### src/rtl/pipelined_adder.sv
// Pipelined adder/subtractor: operands are split into STAGES chunks, one chunk is summed per
// register stage, and the carry ripples stage to stage. All stages advance together on a valid/ready stream.
module pipelined_adder #(
    parameter int WIDTH  = 8,
    parameter int STAGES = 2
) (
    input  logic             clk,
    input  logic             rst,
    input  logic             in_valid,
    output logic             in_ready,
    input  logic             sub,
    input  logic [WIDTH-1:0] a,
    input  logic [WIDTH-1:0] b,
    input  logic             cin,
    output logic             out_valid,
    input  logic             out_ready,
    output logic [WIDTH-1:0] sum,
    output logic             cout
);
    localparam int CHUNK = WIDTH / STAGES;

    generate
        if (STAGES < 1 || STAGES > WIDTH || (WIDTH % STAGES) != 0) begin : g_bad_params
            $error("pipelined_adder: WIDTH must be a multiple of STAGES, 1 <= STAGES <= WIDTH");
        end
    endgenerate

    // Index k is the input side of stage k; index STAGES is the output of the last stage.
    logic [STAGES:0]            w_v;
    logic [STAGES:0]            w_c;
    logic [STAGES:0][WIDTH-1:0] w_a;
    logic [STAGES:0][WIDTH-1:0] w_b;
    logic [STAGES:0][WIDTH-1:0] w_s;
    logic                       w_adv;
    logic                       w_unused;

    assign w_adv    = !w_v[STAGES] | out_ready;
    assign in_ready = w_adv;

    // Subtraction folds into addition: invert B and the carry-in once, at the entry.
    assign w_v[0] = in_valid;
    assign w_a[0] = a;
    assign w_b[0] = b ^ {WIDTH{sub}};
    assign w_c[0] = cin ^ sub;
    assign w_s[0] = '0;

    genvar k;
    generate
        for (k = 0; k < STAGES; k++) begin : g_stage
            logic [CHUNK:0]     w_add;
            logic [WIDTH-1:0]   w_snext;
            logic               r_v;
            logic               r_c;
            logic [WIDTH-1:0]   r_a;
            logic [WIDTH-1:0]   r_b;
            logic [WIDTH-1:0]   r_s;

            assign w_add = {1'b0, w_a[k][k*CHUNK +: CHUNK]}
                         + {1'b0, w_b[k][k*CHUNK +: CHUNK]}
                         + {{CHUNK{1'b0}}, w_c[k]};

            always_comb begin
                w_snext = w_s[k];
                w_snext[k*CHUNK +: CHUNK] = w_add[CHUNK-1:0];
            end

            // Operands travel whole; only chunk k of the partial sum is replaced here.
            always_ff @(posedge clk or posedge rst) begin
                if (rst) begin
                    r_v <= 1'b0;
                    r_c <= 1'b0;
                    r_a <= '0;
                    r_b <= '0;
                    r_s <= '0;
                end else if (w_adv) begin
                    r_v <= w_v[k];
                    r_c <= w_add[CHUNK];
                    r_a <= w_a[k];
                    r_b <= w_b[k];
                    r_s <= w_snext;
                end
            end

            assign w_v[k+1] = r_v;
            assign w_c[k+1] = r_c;
            assign w_a[k+1] = r_a;
            assign w_b[k+1] = r_b;
            assign w_s[k+1] = r_s;
        end
    endgenerate

    // Finished operand chunks are never read again.
    assign w_unused = ^{w_a, w_b};

    assign out_valid = w_v[STAGES];
    assign sum       = w_s[STAGES];
    assign cout      = w_c[STAGES];
endmodule

### config.mk
export PLATFORM = sky130hd
export DESIGN_NAME = pipelined_adder
export DESIGN_NICKNAME = d
export VERILOG_FILES = /design/src/rtl/pipelined_adder.sv
export SDC_FILE = /design/constraint.sdc
export NUM_CORES = 1
export LEC_CHECK = 0
export CORE_MARGIN = 4
export CORE_UTILIZATION = 47
export CTS_BUF_LIST = sky130_fd_sc_hd__clkbuf_8
export CTS_CLUSTER_SIZE = 40
export DETAILED_ROUTE_END_ITERATION = 12
export PLACE_DENSITY = 0.88
export SLEW_MARGIN = 20
export SYNTH_ARGS = -nofsm -noshare
export SYNTH_HDL_FRONTEND = slang
export SYNTH_SLANG_ARGS = --single-unit
### constraint.sdc
create_clock -name clk -period 4.3 [get_ports clk]
set_input_delay 0.43 -clock clk [delete_from_list [all_inputs] [get_ports clk]]
set_output_delay 0.43 -clock clk [all_outputs]
set_load 0.005 [all_outputs]
==> impl_results.md, run 1 <==
- Outcome: finished, final reports clean
- Worst hold path class: reg -> reg
- Total via count after detailed routing: ~930
- Sink count of the clock tree: 24
- Pwr/cell area: roughly 440 nW/um^2
- Number of buffers on the longest clock path: 2
- Number of warnings issued by yosys: 0
- Syn_area_per_cell: between 10 and 15 sq um
- Inserted Clock Buffers: 3
- Number of failing hold endpoints at the final stage: 0
- Die Y-Extent: 60.3 um
- Global-route wire length before repair: roughly 4400 um
- Max frequency: between 300 and 400 MHz
- Final critical delay including setup and external delays: approximately 2.5 ns
- CP Data Required Time: approximately 4.5 ns
- Site Rows: 18
- Worst rel slew slack: 0.411
- Post-synth cell types: 21
- Worst-path fanout max: 9
- Net count of the mapped netlist: approximately 160
- Flops & latches, synth: 24
- Filler instances: 229
- Number of instances in the synthesized netlist: between 100 and 150
- Number of detailed-route iterations in the first pass: 4
- CTS tree: done
- Overall die width: between 60 and 70 um
- Maximum number of pins on one net before global-route repair: 27
- Transition at the pin with the smallest max-transition slack: 0.882 ns
- Worst setup EP type: flop
- Effective utilization at floorplan: 0.505
- Die Outline Area: ~3600 sq um
- Fraction of final layout cells sized beyond drive strength 1: 0.0955
- Clock root buffer master: clkbuf_8
- HPWL reported at the end of detailed placement: 1880 um
- Via density: approximately 5.0
- Initial antenna violation count: 0
- Post-synthesis instance area: between 1000 and 1500 sq um
- Static leakage: approximately 0.77 nW
- Part of the Yosys area used for sequential elements: 0.467
- Number of buffers inserted to repair setup after CTS: 0
- Congestion Overflow GR: 0
- Max Clock Skew: approximately 0.0033 ns
- Clock latency reported for the late side of the worst-skew pair: 0.26 ns
- Number of global-route vias before repair: 1008
- Area growth syn-to-layout: 27.4%
- DRC violation count after routing: 0
- Number of nets in the final layout: 190
- Start-to-end type of the worst setup path: in -> reg
- Number of resized instances in the post-cts repair step: 0
- Slew Limit Fails: 0
- Arrival time reported for the critical path endpoint: between 2 and 3 ns
- Max-cap check violation count: 0
- Overall power after layout: between 0.7 and 0.8 mW
- ANT nets after route: 0
- Number of ports placed on the die boundary: 33
- Core Area: ~2500 sq um
- Setup repair after global routing missed its margin: no
- Post-Route Setup TNS: 0 ns
- Ant diodes: 0
- Max IR drop VDD: around 0.24 mV
- Clock slew at reported path FFs: approximately 0.080 ns
- Post-route fraction of the period consumed by the critical path: 0.588
- Violation count after the first detailed-routing iteration: 27
- GPL Wtd Cong: 0.829
- Routed length per placed instance: between 10 and 15 um
- Critical Path Source Type: input port
- Endpoints failing setup: 0
- CTS H-tree lvls: 1
- Post-cts hold buffer count: 0
- Wire length after detailed routing: approximately 2400 um
- Global-route usage over all layers: 0.159
- Number of buffers added on ports: 32
per-stage QoR:
| stage | area, sq um | std cells | hold slack [ns] | setup WS, ns | utilization |
|---|---|---|---|---|---|
| 6_report | 1640 | 187 | 0.470 | 1.77 | 0.644 |
| 5_1_grt | 1640 | 187 | 0.492 | 1.70 | 0.644 |
| 4_1_cts | 1640 | 187 | 0.473 | 1.77 | 0.644 |
| 3_5_place_dp | 1580 | 183 | 0.455 | 1.50 | 0.622 |
| 3_3_place_gp | 1580 | 183 | 0.444 | 1.57 | 0.622 |
| 2_1_floorplan | 1290 | 127 | 0.430 | 2.20 | - |
cells in the final DEF, fill, tap and decap left out:
cell	count
nor2b_1	1
o21ai_2	2
nor2b_4	1
nand2b_1	1
xnor2_1	4
xor2_1	8
dfrtp_1	24
o21ai_0	7
nor2_1	2
inv_1	5
a21o_1	3
ha_1	6
clkbuf_8	4
fa_1	4
o21ai_1	2
inv_6	1
a21oi_1	1
nand2_1	42
clkdlybuf4s50_1	32
nor2_2	2
a21oi_2	5
cell families (layout without fill, tap and decap cells):
logic type | after synthesis | in the layout | share of synthesized area
xor+xnor | 12 | 12 | 0.0817
simple gates | 49 | 49 | 0.159
buf+inv | 12 | 42 | 0.0681
fa+ha+maj | 10 | 10 | 0.121
compound gates | 20 | 20 | 0.104
flops | 24 | 24 | 0.467
state kept, by name, indices dropped and copies added, names as in the netlist:
register and flops:
sum 8, g_stage.r_a 4, g_stage.r_b 4, g_stage.r_s 4
cout 1, g_stage.r_c 1, g_stage.r_v 1, out_valid 1
routing by layer:
metal / vias to the layer above / GRT usage / wire (um)
met4: 0 / 0.0665 / 41
li1: 459 / - / -
met3: 4 / 0.0130 / 119
met1: 439 / 0.207 / 1100
met5: - / 0 / 0
met2: 27 / 0.272 / 1150
final cells by class:
| class | count | area (sq um) | share of cell area |
|---|---|---|---|
| clock buffers | 4 | 55.1 | 0.0336 |
| flip-flops and latches | 24 | 601 | 0.366 |
| multi-input cells | 91 | 598 | 0.365 |
| well taps | 30 | 37.5 | 0.0229 |
| repair buffers | 32 | 320 | 0.195 |
| inverters | 6 | 27.5 | 0.0168 |
final timing paths:
| kind | from | end | depth (start not counted) | slack, ns |
|---|---|---|---|---|
| worst max-delay path | sub | g_stage[0].r_c$_DFFE_PP0P_ | 7 | 1.77 |
| worst min-delay path | sum[3]$_DFFE_PP0P_ | sum[3]$_DFFE_PP0P_ | 2 | 0.47 |
| worst max register to register | g_stage[0].r_c$_DFFE_PP0P_ | sum[7]$_DFFE_PP0P_ | 5 | 2.70 |
| worst min register to register | sum[3]$_DFFE_PP0P_ | sum[3]$_DFFE_PP0P_ | 2 | 0.47 |
| max in group asynchronous | rst | sum[1]$_DFFE_PP0P_ | 2 | 3.11 |
| min in group asynchronous | rst | g_stage[0].r_a[5]$_DFFE_PP0P_ | 2 | 0.65 |
cells in the mapped netlist:
cell | count | area (sq um)
nand2_1 | 42 | 158
o21ai_0 | 7 | 35.0
o21ai_2 | 2 | 17.5
nor2_2 | 2 | 12.5
o21ai_1 | 2 | 10.0
xnor2_1 | 4 | 35.0
buf_4 | 2 | 15.0
buf_6 | 4 | 45.0
nor2b_4 | 1 | 13.8
nand2b_1 | 1 | 6.26
a21oi_2 | 5 | 43.8
fa_1 | 4 | 80.1
a21oi_1 | 1 | 5.00
nor2_1 | 2 | 7.51
inv_6 | 1 | 8.76
inv_1 | 5 | 18.8
xor2_1 | 8 | 70.1
nor2b_1 | 1 | 6.26
ha_1 | 6 | 75.1
dfrtp_1 | 24 | 601
a21o_1 | 3 | 22.5
report_power, final:
part | total [mW] | switching [mW] | leakage (nW) | internal [mW]
clock network | 0.154 | 0.0718 | 0.0288 | 0.0817
registers | 0.318 | 0.0326 | 0.287 | 0.286
logic | 0.253 | 0.111 | 0.455 | 0.142
critical path, stage by stage:
cell	delay (ns)
clkdlybuf4s50_1	0.64
xor2_1	0.28
fa_1	0.45
fa_1	0.43
a21o_1	0.18
a21oi_1	0.20
a21oi_2	0.07
No activity file was read; power rests on OpenSTA's default activity.
==> run 2: changes to the inputs <==
--- a/config.mk
+++ b/config.mk
@@ -6,7 +6,7 @@
 export NUM_CORES = 1
 export LEC_CHECK = 0
 export CORE_MARGIN = 4
-export CORE_UTILIZATION = 47
+export CORE_UTILIZATION = 45
 export CTS_BUF_LIST = sky130_fd_sc_hd__clkbuf_8
 export CTS_CLUSTER_SIZE = 40
 export DETAILED_ROUTE_END_ITERATION = 12
==> constraint.sdc (replaced) <==
create_clock -name clk -period 2.2 [get_ports clk]
set_input_delay 0.22 -clock clk [delete_from_list [all_inputs] [get_ports clk]]
set_output_delay 0.22 -clock clk [all_outputs]
set_load 0.005 [all_outputs]
==> impl_results.md, run 2 (synthesized netlist as in run 1, its figures left out) <==
- Outcome: finished, final reports clean (unchanged)
- Critical Path Source Type: input port (unchanged)
- Cell area after placement: 1620 sq um (was 1580 sq um)
- Commonest non-fill, non-tap cells in the layout: nand2_1, clkdlybuf4s50_1, dfrtp_1, xor2_1, o21ai_0 (unchanged)
- Maximum number of pins on one net before global-route repair: 26 (was 27)
- Crit Reg-Reg Endpoint: sum[7]$_DFFE_PP0P_ (unchanged)
- Number of failing hold endpoints at the final stage: 0 (unchanged)
- Area growth syn-to-layout: 29.9% (was 27.4%)
- CTS tree: done (unchanged)
- Site Rows: 19 (was 18)
- Fraction of final layout cells sized beyond drive strength 1: 0.118 (was 0.0955)
- Path depth of the worst reg2reg path: 5 (unchanged)
- Max Clock Skew: 0.00528 ns (was 0.00327 ns)
- Core Area: 2730 sq um (was 2540 sq um)
- Total via count after detailed routing: 951 (was 929)
- Overall power after layout: 1.42 mW (was 0.724 mW)
- Congestion Overflow GR: 0 (unchanged)
- Violation count after the first detailed-routing iteration: 17 (was 27)
- Setup repair after global routing missed its margin: no (unchanged)
- Die Outline Area: 3780 sq um (was 3640 sq um)
- Number of buffers on the longest clock path: 2 (unchanged)
- Transition at the pin with the smallest max-transition slack: 0.904 ns (was 0.882 ns)
- Max IR drop VDD: 0.486 mV (was 0.244 mV)
- Number of buffers added on ports: 32 (unchanged)
- Via density: 4.95 (was 4.97)
- Clock root buffer master: clkbuf_8 (unchanged)
- Worst hold path class: in -> async (was reg -> reg)
- CTS H-tree lvls: 1 (unchanged)
- Worst-path fanout max: 4 (was 9)
- Met3 wire length: 149 um (was 119 um)
- Final Cell Area: 1670 sq um (was 1640 sq um)
- Global-route wire length before repair: 4240 um (was 4350 um)
- Clock latency reported for the late side of the worst-skew pair: 0.26 ns (about the same)
- Number of global-route vias before repair: 1050 (was 1008)
- DRC violation count after routing: 0 (unchanged)
- Number of nets in the final layout: 194 (was 190)
- Static leakage: 0.790 nW (was 0.770 nW)
- Effective utilization at floorplan: 0.470 (was 0.505)
- Post-cts hold buffer count: 0 (unchanged)
- Ant diodes: 0 (unchanged)
- Highest Signal Layer: met4 (unchanged)
- Initial antenna violation count: 0 (unchanged)
- Slew Limit Fails: 0 (unchanged)
- Clock slew at reported path FFs: 0.08 ns (about the same)
- Wl on met1: 974 um (was 1100 um)
- Max-cap check violation count: 0 (unchanged)
- Endpoints failing setup: 0 (unchanged)
- GPL Wtd Cong: 0.802 (was 0.829)
- Leading cell type in the layout, fill and taps excluded: nand2_1 (unchanged)
- Start-to-end type of the worst setup path: in -> reg (unchanged)
- Wire length after detailed routing: 2400 um (was 2410 um)
- Max frequency: 489 MHz
- Worst setup EP type: flop (unchanged)
- Post-route fraction of the period consumed by the critical path: 0.930
- Final worst slack: 0.153 ns (was 1.77 ns)
- Routed length per placed instance: 12.5 um (was 12.9 um)
- Global-route usage over all layers: 0.151 (was 0.159)
- Overall die width: 61.5 um (was 60.3 um)
- Arrival time reported for the critical path endpoint: 2.19 ns (was 2.68 ns)
- Die Y-Extent: 61.5 um (was 60.3 um)
- Final critical delay including setup and external delays: 2.05 ns
- Setup slack of the most critical reg-to-reg path: 0.63 ns (was 2.70 ns)
- HPWL reported at the end of detailed placement: 1950 um (was 1880 um)
- Wire length on met2: 1230 um (was 1150 um)
- Number of detailed-route iterations in the first pass: 4 (unchanged)
- Number of ports placed on the die boundary: 33 (unchanged)
- CP Data Required Time: 2.35 ns (was 4.45 ns)
- Setup WS pre-CTS: -0.134 ns (was 1.50 ns)
- ANT nets after route: 0 (unchanged)
- Number of resized instances in the post-cts repair step: 0 (unchanged)
- Pwr/cell area: 850 nW/um^2 (was 442 nW/um^2)
- Worst rel slew slack: 0.396 (was 0.411)
- Final worst hold slack: 0.457 ns (was 0.470 ns)
- Launching point of the worst reg2reg path: g_stage[0].r_c$_DFFE_PP0P_ (unchanged)
- Inserted Clock Buffers: 3 (unchanged)
- Sink count of the clock tree: 24 (unchanged)
- Number of buffers inserted to repair setup after CTS: 0 (unchanged)
- Flip-flop count of the largest register, all copies and words added: 8 (unchanged)
==> run 2: cell types whose count changed in the layout (fill, tap and decap cells not counted) <==
cell and delta:
buf_4 +4
==> run 2: worst max-delay path, stage by stage <==
cell and delay, ns:
clkdlybuf4s50_1 0.49, xor2_1 0.21, fa_1 0.45, fa_1 0.41
a21o_1 0.17, a21oi_1 0.17, a21oi_2 0.07
==> run 2: worst max-delay path by stage <==
stage / from / end / slack (ns)
after floorplan: sub / g_stage[0].r_c$_DFFE_PP0P_ / 0.31
after global placement: sub / g_stage[0].r_c$_DFFE_PP0P_ / -0.06
after detailed placement: sub / g_stage[0].r_c$_DFFE_PP0P_ / -0.13
after CTS: sub / g_stage[0].r_c$_DFFE_PP0P_ / 0.15
after global routing: sub / g_stage[0].r_c$_DFFE_PP0P_ / 0.05
final: sub / g_stage[0].r_c$_DFFE_PP0P_ / 0.15
==> run 2: where the power goes <==
part | internal [mW] | switching, mW
clock | 0.159 | 0.133
sequential | 0.559 | 0.0672
combinational | 0.286 | 0.215
==> run 2: area by class of cell <==
cell class / instances / area (sq um)
timing repair buffer: 36 / 350
fill: 232 / 1060
multi-input combinational: 91 / 598
tap: 31 / 38.8
inverter: 6 / 27.5
clock buffer: 4 / 55.1
sequential: 24 / 601
==> run 2: per-layer routing <==
layer	track usage	vias to the layer above
li1	-	466
met1	0.162	451
met2	0.278	29
met3	0.0294	5
met4	0.0788	0
met5	0	-
==> run 2: per-stage QoR <==
stage               std cells  utilization  TNS (ns)
detailed placement        188        0.591    -0.222
floorplan                 127            -         0
finish                    192        0.611         0
global placement          188        0.591   -0.0563
global route              192        0.611         0
CTS                       192        0.611         0
==> run 3: changes to the inputs <==
--- a/config.mk
+++ b/config.mk
@@ -5,10 +5,12 @@
 export SDC_FILE = /design/constraint.sdc
 export NUM_CORES = 1
 export LEC_CHECK = 0
+export CELL_PAD_IN_SITES_DETAIL_PLACEMENT = 1
+export CELL_PAD_IN_SITES_GLOBAL_PLACEMENT = 1
 export CORE_MARGIN = 4
-export CORE_UTILIZATION = 45
+export CORE_UTILIZATION = 34
 export CTS_BUF_LIST = sky130_fd_sc_hd__clkbuf_8
-export CTS_CLUSTER_SIZE = 40
+export CTS_CLUSTER_SIZE = 25
 export DETAILED_ROUTE_END_ITERATION = 12
 export PLACE_DENSITY = 0.88
 export SLEW_MARGIN = 20
==> impl_results.md, run 3 (synthesized netlist as in run 1, its figures left out) <==
- Number of global-route vias before repair: 1088 (was 1050)
- Net switching power: 0.428 mW (was 0.415 mW)
- Effective utilization at floorplan: 0.351 (was 0.470)
- Cell repeated most along the worst path: fa_1 (unchanged)
- Via density: 4.60 (was 4.95)
- Final critical delay including setup and external delays: 1.98 ns (was 2.05 ns)
- Clock network fraction of total power: 0.204 (was 0.206)
- GPL Wtd Cong: 0.811 (was 0.802)
- Wire length after detailed routing: 2760 um (was 2400 um)
- Inserted Clock Buffers: 3 (unchanged)
- Number of nets in the final layout: 195 (was 194)
- Number of ports placed on the die boundary: 33 (unchanged)
- Net Sw Frac: 0.299 (was 0.293)
- Int Power: 1.01 mW (was 1.00 mW)
- Worst hold path class: in -> async (unchanged)
- Final worst hold slack: 0.299 ns (was 0.457 ns)
- Setup repair after global routing missed its margin: no (unchanged)
- Outcome: finished, final reports clean (unchanged)
- Kind of cell with the highest combined delay on the critical path: adder cells (unchanged)
- Commonest non-fill, non-tap cells in the layout: nand2_1, clkdlybuf4s50_1, dfrtp_1, xor2_1, o21ai_0 (unchanged)
- Start-to-end type of the worst setup path: in -> reg (unchanged)
- Max frequency: 504 MHz (was 489 MHz)
- CTS tree: done (unchanged)
- Post-route fraction of the period consumed by the critical path: 0.901 (was 0.930)
- Biggest cell delay along the critical path: 0.43 ns (was 0.49 ns)
- Fraction of final layout cells sized beyond drive strength 1: 0.123 (was 0.118)
- Arrival time reported for the critical path endpoint: 2.13 ns (was 2.19 ns)
- Worst-path fanout max: 2 (was 4)
- Number of buffers added on ports: 32 (unchanged)
- Filler instances: 436 (was 232)
- Worst setup EP type: flop (unchanged)
- DRC violation count after routing: 0 (unchanged)
- Setup slack of the most critical reg-to-reg path: 0.58 ns (was 0.63 ns)
- CP Data Required Time: 2.35 ns (about the same)
- Site Rows: 22 (was 19)
- Area growth syn-to-layout: 32.3% (was 29.9%)
- Clock slew at reported path FFs: 0.08 ns (about the same)
- Number of detailed-route iterations in the first pass: 3 (was 4)
- Endpoints failing setup: 0 (unchanged)
- Violation count after the first detailed-routing iteration: 40 (was 17)
- Core Area: 3660 sq um (was 2730 sq um)
- Critical Path Source Type: input port (unchanged)
- Max-cap check violation count: 0 (unchanged)
- Number of buffers on the longest clock path: 2 (unchanged)
- Global-route wire length before repair: 4890 um (was 4240 um)
- Post-cts hold buffer count: 0 (unchanged)
- Congestion Overflow GR: 0 (unchanged)
- Total via count after detailed routing: 966 (was 951)
- Leading cell type in the layout, fill and taps excluded: nand2_1 (unchanged)
- Share of power burned in combinational logic: 0.358 (was 0.353)
- Pwr/cell area: 843 nW/um^2 (was 850 nW/um^2)
- Max Clock Skew: 0.00534 ns (was 0.00528 ns)
- Initial antenna violation count: 0 (unchanged)
- Clock latency reported for the late side of the worst-skew pair: 0.26 ns (about the same)
- Global-route usage over all layers: 0.125 (was 0.151)
- CTS H-tree lvls: 1 (unchanged)
- Post-Route Setup TNS: 0 ns (unchanged)
- Critical path buffer and inverter count: 1 (unchanged)
- Share of power burned in registers: 0.438 (was 0.441)
- List of cells traversed by the critical path: clkdlybuf4s50_1 > xor2_1 > fa_1 > fa_1 > a21o_1 > a21oi_1 > a21oi_2 (unchanged)
- Die Y-Extent: 69.5 um (was 61.5 um)
- Transition at the pin with the smallest max-transition slack: 0.296 ns (was 0.904 ns)
- ANT nets after route: 0 (unchanged)
- Flip-flop count of the largest register, all copies and words added: 8 (unchanged)
- Max IR drop VDD: 0.303 mV (was 0.486 mV)
- Maximum number of pins on one net before global-route repair: 26 (unchanged)
- Die Outline Area: 4830 sq um (was 3780 sq um)
- Sink count of the clock tree: 24 (unchanged)
- Static leakage: 0.804 nW (was 0.790 nW)
- HPWL reported at the end of detailed placement: 2240 um (was 1950 um)
- Overall die width: 69.5 um (was 61.5 um)
- Ant diodes: 0 (unchanged)
- Routed length per placed instance: 13.1 um (was 12.5 um)
- Slowest-stage cell, CP: fa_1 (was clkdlybuf4s50_1)
- Clock root buffer master: clkbuf_8 (unchanged)
- Slew Limit Fails: 0 (unchanged)
- Number of failing hold endpoints at the final stage: 0 (unchanged)
- Worst rel slew slack: 0.803 (was 0.396)
-- run 3: cell types whose count changed in the layout (fill, tap and decap cells not counted) --
cell	change
buf_4	+1
clkdlybuf4s50_1	-1
dlymetal6s2s_1	+1
-- run 3: tightest hold or removal path, cell delays in order --
cell,delay [ns]
clkdlybuf4s50_1,0.40
inv_1,0.05
buf_4,0.28
-- run 3: worst paths after layout --
check                                      startpoint                            end  cells after the start
min in group clk                   sum[4]$_DFFE_PP0P_             sum[4]$_DFFE_PP0P_                      2
min reg2reg                        sum[4]$_DFFE_PP0P_             sum[4]$_DFFE_PP0P_                      2
min                                               rst  g_stage[0].r_b[5]$_DFFE_PP0P_                      3
max                                               cin     g_stage[0].r_c$_DFFE_PP0P_                      7
max in group asynchronous                         rst  g_stage[0].r_b[6]$_DFFE_PP0P_                      3
max reg2reg                g_stage[0].r_c$_DFFE_PP0P_               cout$_DFFE_PP0P_                      6
-- run 3: area by class of cell --
type                       instances  area (sq um)  area share
multi-input combinational         91           598       0.351
clock buffer                       4          55.1      0.0324
tap                               48          60.1      0.0353
inverter                           6          27.5      0.0162
timing repair buffer              37           360       0.212
sequential                        24           601       0.353
-- run 3: per-layer routing --
layer	part of all wire	global-route usage	vias to the layer above
met1	0.41	0.142	464
met2	0.52	0.217	30
met5	0	0	-
li1	-	-	464
met4	0.036	0.0846	0
met3	0.042	0.0145	8
-- run 3: power by group through the flow --
stage               Combinational (mW)  Sequential [mW]  Clock, mW
floorplan                        0.276            0.632          0
global placement                 0.495            0.630          0
detailed placement               0.526            0.638          0
CTS                              0.529            0.631      0.298
global route                     0.580            0.644      0.320
finish                           0.513            0.628      0.293
-- run 3: per-stage QoR --
| stage | total power, mW | util | area [sq um] | setup slack, ns | std cells |
|---|---|---|---|---|---|
| after global placement | 1.12 | 0.449 | 1640 | -0.0607 | 206 |
| after floorplan | 0.908 | - | 1290 | 0.314 | 127 |
| after detailed placement | 1.16 | 0.449 | 1640 | -0.196 | 206 |
| final | 1.43 | 0.465 | 1700 | 0.218 | 210 |
| after global routing | 1.54 | 0.465 | 1700 | 0.145 | 210 |
| after CTS | 1.46 | 0.464 | 1700 | 0.0768 | 210 |
-- run 3: timing repair --
item,4_1_cts,5_1_grt
buffers inserted,0,0
hold endpoints to repair,0,0
setup endpoints to repair,0,1
gates resized for setup,0,1
